===== src/rtl/riscv_dram_arbiter.sv =====
// Shared DRAM arbiter between the I-cache refill path and the D-cache refill/writeback path.
// A winning request is latched and its command is held on the DRAM port until mem_ready.
// The line is then returned to the winner, and that requester's ready pulses for one cycle.
// Optional build macro RISCV_DRAM_ARB_RR_EN: round-robin arbitration when both caches
// request in IDLE. Without it, the D-cache always beats the I-cache.
module riscv_dram_arbiter #(
  parameter int unsigned DATA_WIDTH = 128,
  parameter int unsigned S_ADDR     = 10
) (
  input  logic                  clk,
  input  logic                  rst_n,
  input  logic                  i_rden,
  input  logic [S_ADDR-1:0]     i_addr,
  output logic [DATA_WIDTH-1:0] i_rdata,
  output logic                  i_ready,
  input  logic                  d_wren,
  input  logic                  d_rden,
  input  logic [S_ADDR-1:0]     d_addr,
  input  logic [DATA_WIDTH-1:0] d_wdata,
  output logic [DATA_WIDTH-1:0] d_rdata,
  output logic                  d_ready,
  output logic                  dram_wren,
  output logic                  dram_rden,
  output logic [S_ADDR-1:0]     dram_addr,
  output logic [DATA_WIDTH-1:0] dram_wdata,
  input  logic [DATA_WIDTH-1:0] dram_rdata,
  input  logic                  dram_ready,
  output logic                  busy
);

  localparam logic [2:0] IDLE    = 3'd0;
  localparam logic [2:0] GRANT   = 3'd1;
  localparam logic [2:0] ACCESS  = 3'd2;
  localparam logic [2:0] DONE    = 3'd3;
  localparam logic [2:0] RECOVER = 3'd4;

  localparam logic [1:0] GNT_NONE = 2'd0;
  localparam logic [1:0] GNT_I    = 2'd1;
  localparam logic [1:0] GNT_D    = 2'd2;

  logic [2:0]            state_q, state_d;
  logic [1:0]            grant_q, grant_d;
  logic [1:0]            pick;
  logic                  d_req;
  logic                  cmd_wren_q, cmd_rden_q;
  logic [S_ADDR-1:0]     cmd_addr_q;
  logic [DATA_WIDTH-1:0] cmd_wdata_q;
  logic [DATA_WIDTH-1:0] i_rdata_q, d_rdata_q;

  assign d_req = d_wren | d_rden;

`ifdef RISCV_DRAM_ARB_RR_EN
  // 0: I-cache preferred on a tie, 1: D-cache preferred
  logic rr_q;

  // Arbitrate using the round-robin pointer on a tie
  always_comb begin
    pick = GNT_NONE;
    if (d_req && i_rden) begin
      pick = rr_q ? GNT_D : GNT_I;
    end else if (d_req) begin
      pick = GNT_D;
    end else if (i_rden) begin
      pick = GNT_I;
    end
  end

  // Pointer flips to the other requester after every completed grant
  always_ff @(posedge clk or negedge rst_n) begin
    if (!rst_n) begin
      rr_q <= 1'b0;
    end else if (state_q == DONE) begin
      rr_q <= (grant_q == GNT_I);
    end
  end
`else
  // Fixed priority: D-cache beats I-cache
  always_comb begin
    pick = GNT_NONE;
    if (d_req) begin
      pick = GNT_D;
    end else if (i_rden) begin
      pick = GNT_I;
    end
  end
`endif

  // Next-state and grant selection
  always_comb begin
    state_d = state_q;
    grant_d = grant_q;
    case (state_q)
      IDLE: begin
        if (pick != GNT_NONE) begin
          state_d = GRANT;
          grant_d = pick;
        end
      end
      GRANT:  state_d = ACCESS;
      ACCESS: if (dram_ready) state_d = DONE;
      DONE:   state_d = RECOVER;
      RECOVER: begin
        state_d = IDLE;
        grant_d = GNT_NONE;
      end
      default: begin
        state_d = IDLE;
        grant_d = GNT_NONE;
      end
    endcase
  end

  // State and grant registers
  always_ff @(posedge clk or negedge rst_n) begin
    if (!rst_n) begin
      state_q <= IDLE;
      grant_q <= GNT_NONE;
    end else begin
      state_q <= state_d;
      grant_q <= grant_d;
    end
  end

  // Command capture in GRANT; a combined D write+read performs only the write
  always_ff @(posedge clk or negedge rst_n) begin
    if (!rst_n) begin
      cmd_wren_q  <= 1'b0;
      cmd_rden_q  <= 1'b0;
      cmd_addr_q  <= '0;
      cmd_wdata_q <= '0;
    end else if (state_q == GRANT) begin
      if (grant_q == GNT_D) begin
        cmd_wren_q  <= d_wren;
        cmd_rden_q  <= ~d_wren;
        cmd_addr_q  <= d_addr;
        cmd_wdata_q <= d_wdata;
      end else begin
        cmd_wren_q  <= 1'b0;
        cmd_rden_q  <= 1'b1;
        cmd_addr_q  <= i_addr;
      end
    end
  end

  // Return-line registers, loaded only by a read completing for that requester
  always_ff @(posedge clk or negedge rst_n) begin
    if (!rst_n) begin
      i_rdata_q <= '0;
      d_rdata_q <= '0;
    end else if ((state_q == ACCESS) && dram_ready && cmd_rden_q) begin
      if (grant_q == GNT_I) begin
        i_rdata_q <= dram_rdata;
      end else if (grant_q == GNT_D) begin
        d_rdata_q <= dram_rdata;
      end
    end
  end

  // Strobes are qualified by ACCESS so they drop in DONE and on async reset
  always_comb begin
    dram_wren  = (state_q == ACCESS) & cmd_wren_q;
    dram_rden  = (state_q == ACCESS) & cmd_rden_q;
    dram_addr  = cmd_addr_q;
    dram_wdata = cmd_wdata_q;
    i_ready    = (state_q == DONE) & (grant_q == GNT_I);
    d_ready    = (state_q == DONE) & (grant_q == GNT_D);
    i_rdata    = i_rdata_q;
    d_rdata    = d_rdata_q;
    busy       = (state_q != IDLE);
  end

endmodule


===== config.mk =====
export PLATFORM = sky130hd
export DESIGN_NAME = riscv_dram_arbiter
export DESIGN_NICKNAME = d
export VERILOG_FILES = /design/src/rtl/riscv_dram_arbiter.sv
export SDC_FILE = /design/constraint.sdc
export NUM_CORES = 1
export LEC_CHECK = 0
export CAP_MARGIN = 25
export CORE_AREA = 2 2 265 267
export DETAILED_ROUTE_END_ITERATION = 7
export DIE_AREA = 0 0 267 269
export PLACE_DENSITY_LB_ADDON = 0.08
export SYNTH_ARGS = -nofsm -noshare
export SYNTH_HDL_FRONTEND = slang
export SYNTH_SLANG_ARGS = --single-unit

===== constraint.sdc =====
create_clock -name clk -period 4.8 [get_ports clk]
set_input_delay 0.72 -clock clk [delete_from_list [all_inputs] [get_ports clk]]
set_output_delay 0.72 -clock clk [all_outputs]
set_load 0.01 [all_outputs]

==> results.ini, run 1 <==
[synth]
yosys.cell_count.top_type=dfrtp_1
syn_nets=1174
yosys_register_bits=401
synth-edff-count=0
async_flop_share=1.00
syn_area_per_cell_um2=16.9
syn_area_mm2=0.0151
yosysSeqAreaShare=0.665
synthTopCellsByCount=dfrtp_1 (401), mux2_2 (238), mux2_1 (146)
synth_area_leaders=dfrtp_1 (67%), mux2_2 (18%), mux2_1 (11%)
synth_cell_types=28
netlist.area_leader.share=0.665
synth_top_cell_by_area=dfrtp_1
syn_inst=892
ys.flop_type=dfrtp_1
yosysWarnings=0

[timing]
fin_skew_ps=12.4
tightest_slew_ps=827
period_share=0.628
slew_headroom=0.448
finalSetupTns_ps=0
period_minus_slack_ps=3010
setup_viol=0
hold_violations=0
fmaxAchievable_mhz=332
maxSlewViolCount=0
rsz0062_at_grt=false

[grt]
grt_max_degree=109
overflow=0
grt_pass1_wl_um=77100
antenna_found_initial=17
grtUsageTotal=0.146
grt_pass1_vias=11300

[floorplan]
core_mm2=0.0693
start_util=0.218
die_area_mm2=0.0718
die_x_um=267
ios=681
dieHeight_um=269
num_rows=97

[drt]
remaining_drc_errors=0
routed_wl_um=53700
vias_per_cell=3.97
drtAntennaViolNets=0
dr.pass1.iters=4
drt_iter0_markers=252
vias=10200
wl_per_cell_um=20.9

[placed_design]
portBuffers=680
dp_hpwl_um=39600
placed_cells=2476
gp_congestion=0.738

[status]
status=finished clean

[worst_setup_path]
arrival_ps=2290
end_kind=output pin
cp.required_ps=4080
start_kind=register
path_cells=nand3b_1, nor3b_1, clkdlybuf4s50_1
cpPeakStageDelay_ps=730
path_class=reg2out
critPathMaxFanout=9
r2r_cells=5
cp_slowest_cell=clkdlybuf4s50_1

[final_layout]
drive_above_1_share=0.201
area_delta_synth_final_pct=62.4
fin_cells=2571
regArea_mm2=0.0100
num-nets-final=1870
nFillCells=6741
multi_input_area_mm2=0.00470

[clock_network]
postCtsSetupRepairBufs=0
clock_path_buffers=3
root_buffer=clkbuf_16
cts_tree=done
numCtsBuffers=50
cts-hold-fix-buffers=0
clkLatencyLatePin_ps=580
cts_max_level=2
ctsResizeCount=0
cts_num_sinks=401
clk_transition_reported_paths_ps=50

[flow_run]
maxCapViolCount=0

[power_and_ir_drop]
peakVddDrop_v=0.000346
p_per_area_mw_per_mm2=678
p_leak_nw=10.3

[hold_path]
hold_path.class=in2async

logic make-up after synthesis:
logic type	Yosys count	share of synthesized area
buffers and inverters	52	0.0242
xor gates and xnor gates	1	0.000581
muxes	394	0.293
DFF	401	0.665
AOI/OAI and AO/OA	17	0.00639
and+or+nand+nor	27	0.0101
through the flow:
stage / area, µm² / power, W / util / hold WS, ps / setup slack, ps
2_1_floorplan: 15100 / 0.00860 / - / 424 / 2900
3_3_place_gp: 22900 / 0.0131 / 0.331 / 467 / 1920
3_5_place_dp: 22900 / 0.0132 / 0.331 / 474 / 1890
4_1_cts: 24500 / 0.0170 / 0.353 / 164 / 1660
5_1_grt: 24500 / 0.0176 / 0.353 / 193 / 1570
6_report: 24500 / 0.0166 / 0.353 / 156 / 1790
worst paths after layout:
check	slack (ps)	endpoint	startpoint
min	160	d_rdata[10]	rst_n
min reg2reg	480	i_rdata[71]	i_rdata[71]
max reg2reg	2180	dram_wdata[69]	state_q[1]
max	1790	i_ready	state_q[2]
min in group clk	480	i_rdata[71]	i_rdata[71]
max in group asynchronous	3530	i_rdata[53]	rst_n
sequential cells by signal, indices dropped and copies added (netlist names):
signal      count
d_rdata       128
cmd_wren_q      1
state_q         3
dram_addr      10
dram_wdata    128
grant_q         2
i_rdata       128
cmd_rden_q      1
worst max-delay path: cells and delay by family (launching register included):
family	cells	cell delay [ps]
DFF	1	470
buffers and inverters	1	730
and+or+nand+nor	2	520
placed cells by master (no fill, tap or decap):
cell type / count
nor3b_2: 1
mux2i_1: 10
nor2b_1: 1
mux2_1: 146
a21oi_1: 12
nor2b_2: 1
nand2_1: 1
clkbuf_16: 53
nand3_4: 1
or3_1: 1
nand3b_1: 1
nor4_1: 1
buf_4: 7
clkbuf_1: 17
buf_8: 1
nor2_1: 12
dfrtp_1: 401
xnor2_1: 1
and4bb_1: 1
a2111oi_0: 1
a21bo_2: 1
and4b_4: 1
clkbuf_8: 11
diode_2: 11
and2_4: 1
clkdlybuf4s50_1: 679
clkinv_2: 3
mux2_2: 238
inv_1: 3
nor3b_1: 2
o21ai_0: 2
nand3_1: 1
o21a_1: 1
buf_12: 6
nor3_1: 1
routing by layer:
metal / wire (µm) / up-vias / GRT usage / part of all wire
met5: 71 / - / 0 / 0.0013
met4: 1750 / 14 / 0.0656 / 0.033
met3: 5480 / 96 / 0.0689 / 0.10
met2: 28300 / 388 / 0.259 / 0.53
met1: 18100 / 5150 / 0.145 / 0.34
li1: - / 4562 / - / -
layout make-up:
class                   instances  share of cell area
multi-input cells             439               0.192
well taps                     940              0.0480
inverters                       3            0.000460
repair buffers                693               0.285
clock buffers                  81              0.0629
clock inverters                 3            0.000613
diodes                         11             0.00112
flip-flops and latches        401               0.410
where the power goes:
group | internal, W | switching, W | total [W] | leakage [nW]
Combinational | 0.00427 | 0.00282 | 0.00710 | 4.62
Sequential | 0.00504 | 0.000855 | 0.00590 | 4.96
Clock | 0.00216 | 0.00145 | 0.00362 | 0.764
Power figures use the tool's default switching activity.
==> inputs of run 2 (changes only) <==
CORE_AREA = 2 2 266 268   (was 2 2 265 267)
DIE_AREA = 0 0 268 270   (was 0 0 267 269)
clock period = 3.1 ns   (was 4.8 ns; I/O delays follow)
==> results.ini, run 2 (synthesis results as in run 1) <==
[status]
status=finished clean

[drt]
drt_iter0_markers=253  ; +0.40%
dr.pass1.iters=4  ; unchanged
routed_wl_um=54000  ; +0.54%
wl_per_cell_um=21.0  ; +0.26%
drtAntennaViolNets=0  ; unchanged
vias_per_cell=3.96  ; -0.40%
vias=10200  ; -0.13%
remaining_drc_errors=0  ; unchanged

[placed_design]
place_ws_ps=702  ; -1190 ps
gp_congestion=0.767  ; +3.8%
portBuffers=680  ; unchanged
place_area_mm2=0.0231  ; +0.69%
dp_hpwl_um=40900  ; +3.5%
placed_cells=2488  ; +0.48%

[final_layout]
drive_above_1_share=0.211  ; +0.0103
postLayoutCoreUtil=0.355  ; +0.00174
multi_input_area_mm2=0.00471  ; +0.13%
final_cell_mix=clkdlybuf4s50_1 (679), dfrtp_1 (401), mux2_2 (238), mux2_1 (146), clkbuf_16 (51)
regArea_mm2=0.0100  ; unchanged
final_area_mm2=0.0247  ; +0.84%
num-nets-final=1882  ; +0.64%
nFillCells=6771  ; +0.45%
fin_cells=2578  ; +0.27%
area_delta_synth_final_pct=63.8
layout_commonest_cell=clkdlybuf4s50_1

[worst_setup_path]
cp_slowest_cell=clkdlybuf4s50_1
end_kind=output pin
path_depth=3  ; unchanged
cp_top_family=buffers and inverters
reg2reg_to=i_rdata[59]
endpoint=d_ready
cpPeakStageDelay_ps=770  ; +40 ps
path_class=reg2out
r2r_cells=4  ; -1
r2r_setup_slack_ps=860  ; -1320 ps
critPathMaxFanout=9  ; unchanged
worstReg2RegStart=state_q[1]
start_kind=register
arrival_ps=2260  ; -30 ps
path_cells=nand3b_1, nor2b_1, clkdlybuf4s50_1
critPathLaunch=state_q[2]
cp.required_ps=2630  ; -1450 ps
critPathBufInv=1  ; unchanged

[clock_network]
clock_path_buffers=3  ; unchanged
cts_tree=done
numCtsBuffers=49  ; -2.0%
postCtsSetupRepairBufs=0  ; unchanged
clkLatencyLatePin_ps=580  ; about the same
clk_transition_reported_paths_ps=60  ; about the same
cts-hold-fix-buffers=1  ; +1
root_buffer=clkbuf_16
cts_num_sinks=401  ; unchanged
cts_max_level=2  ; unchanged
ctsResizeCount=0  ; unchanged

[floorplan]
num_rows=97  ; unchanged
core_mm2=0.0695  ; +0.35%
die_area_mm2=0.0724  ; +0.75%
start_util=0.217  ; -0.000760
ios=681  ; unchanged
die_x_um=268  ; +0.37%
dieHeight_um=270  ; +0.37%

[hold_path]
hold_path.class=in2async

[timing]
hold_violations=0  ; unchanged
fin_skew_ps=16.7  ; +4.37 ps
fmaxAchievable_mhz=367
period_minus_slack_ps=2730
setup_viol=0  ; unchanged
rsz0062_at_grt=false
setup_ws_ps=373  ; -1410 ps
slew_headroom=0.557  ; +0.108
tightest_slew_ps=646  ; -181 ps
period_share=0.880
maxSlewViolCount=0  ; unchanged
finalSetupTns_ps=0  ; unchanged

[grt]
grt_pass1_vias=11400  ; +0.82%
grtUsageTotal=0.149  ; +0.00287
grt_max_degree=80  ; -27%
overflow=0  ; unchanged
antenna_found_initial=5  ; -12
grt_pass1_wl_um=79200  ; +2.6%

[power_and_ir_drop]
peakVddDrop_v=0.000454  ; +31%
p_per_area_mw_per_mm2=1050  ; +55%
p_leak_nw=10.5  ; +1.2%

[flow_run]
maxCapViolCount=0  ; unchanged

[run 2: changes by cell type in the layout (fill, tap and decap cells not counted), moves of 2 or more]
cell,change
buf_12,+5
buf_4,+7
bufinv_16,+3
clkbuf_1,-5
clkbuf_16,-2
clkinv_2,+6
diode_2,-9
[run 2: layout make-up]
| cell class | instances | share of cell area |
|---|---|---|
| diodes | 2 | 0.000203 |
| clock buffers | 74 | 0.0596 |
| clock inverters | 13 | 0.00583 |
| inverters | 3 | 0.000456 |
| multi-input cells | 439 | 0.191 |
| flip-flops and latches | 401 | 0.406 |
| well taps | 940 | 0.0476 |
| repair buffers | 706 | 0.289 |
[run 2: layer usage]
layer	routed length, µm	GRT usage
met1	18700	0.152
met2	28600	0.271
met3	5170	0.0625
met4	1560	0.0478
met5	34	0
[run 2: worst min-delay path by stage]
stage               cells after the start  slack, ps    startpoint         endpoint
floorplan                               0        170         rst_n       cmd_rden_q
global placement                        1        470   i_rdata[99]      i_rdata[99]
detailed placement                      1        470   i_rdata[14]      i_rdata[14]
CTS                                     2        440  d_wdata[108]  dram_wdata[108]
global route                            2        460  d_wdata[125]  dram_wdata[125]
finish                                  2        450         rst_n      d_rdata[93]
[run 2: power by group]
part	leakage, nW	switching (W)	internal [W]	total, W
Sequential	4.96	0.00131	0.00780	0.00912
Combinational	4.71	0.00443	0.00667	0.0111
Clock	0.804	0.00228	0.00351	0.00579
[run 2: metrics by stage]
stage	hold slack, ps	power [W]
2_1_floorplan	169	0.0133
3_3_place_gp	467	0.0204
6_report	453	0.0260
3_5_place_dp	474	0.0205
5_1_grt	461	0.0275
4_1_cts	442	0.0266
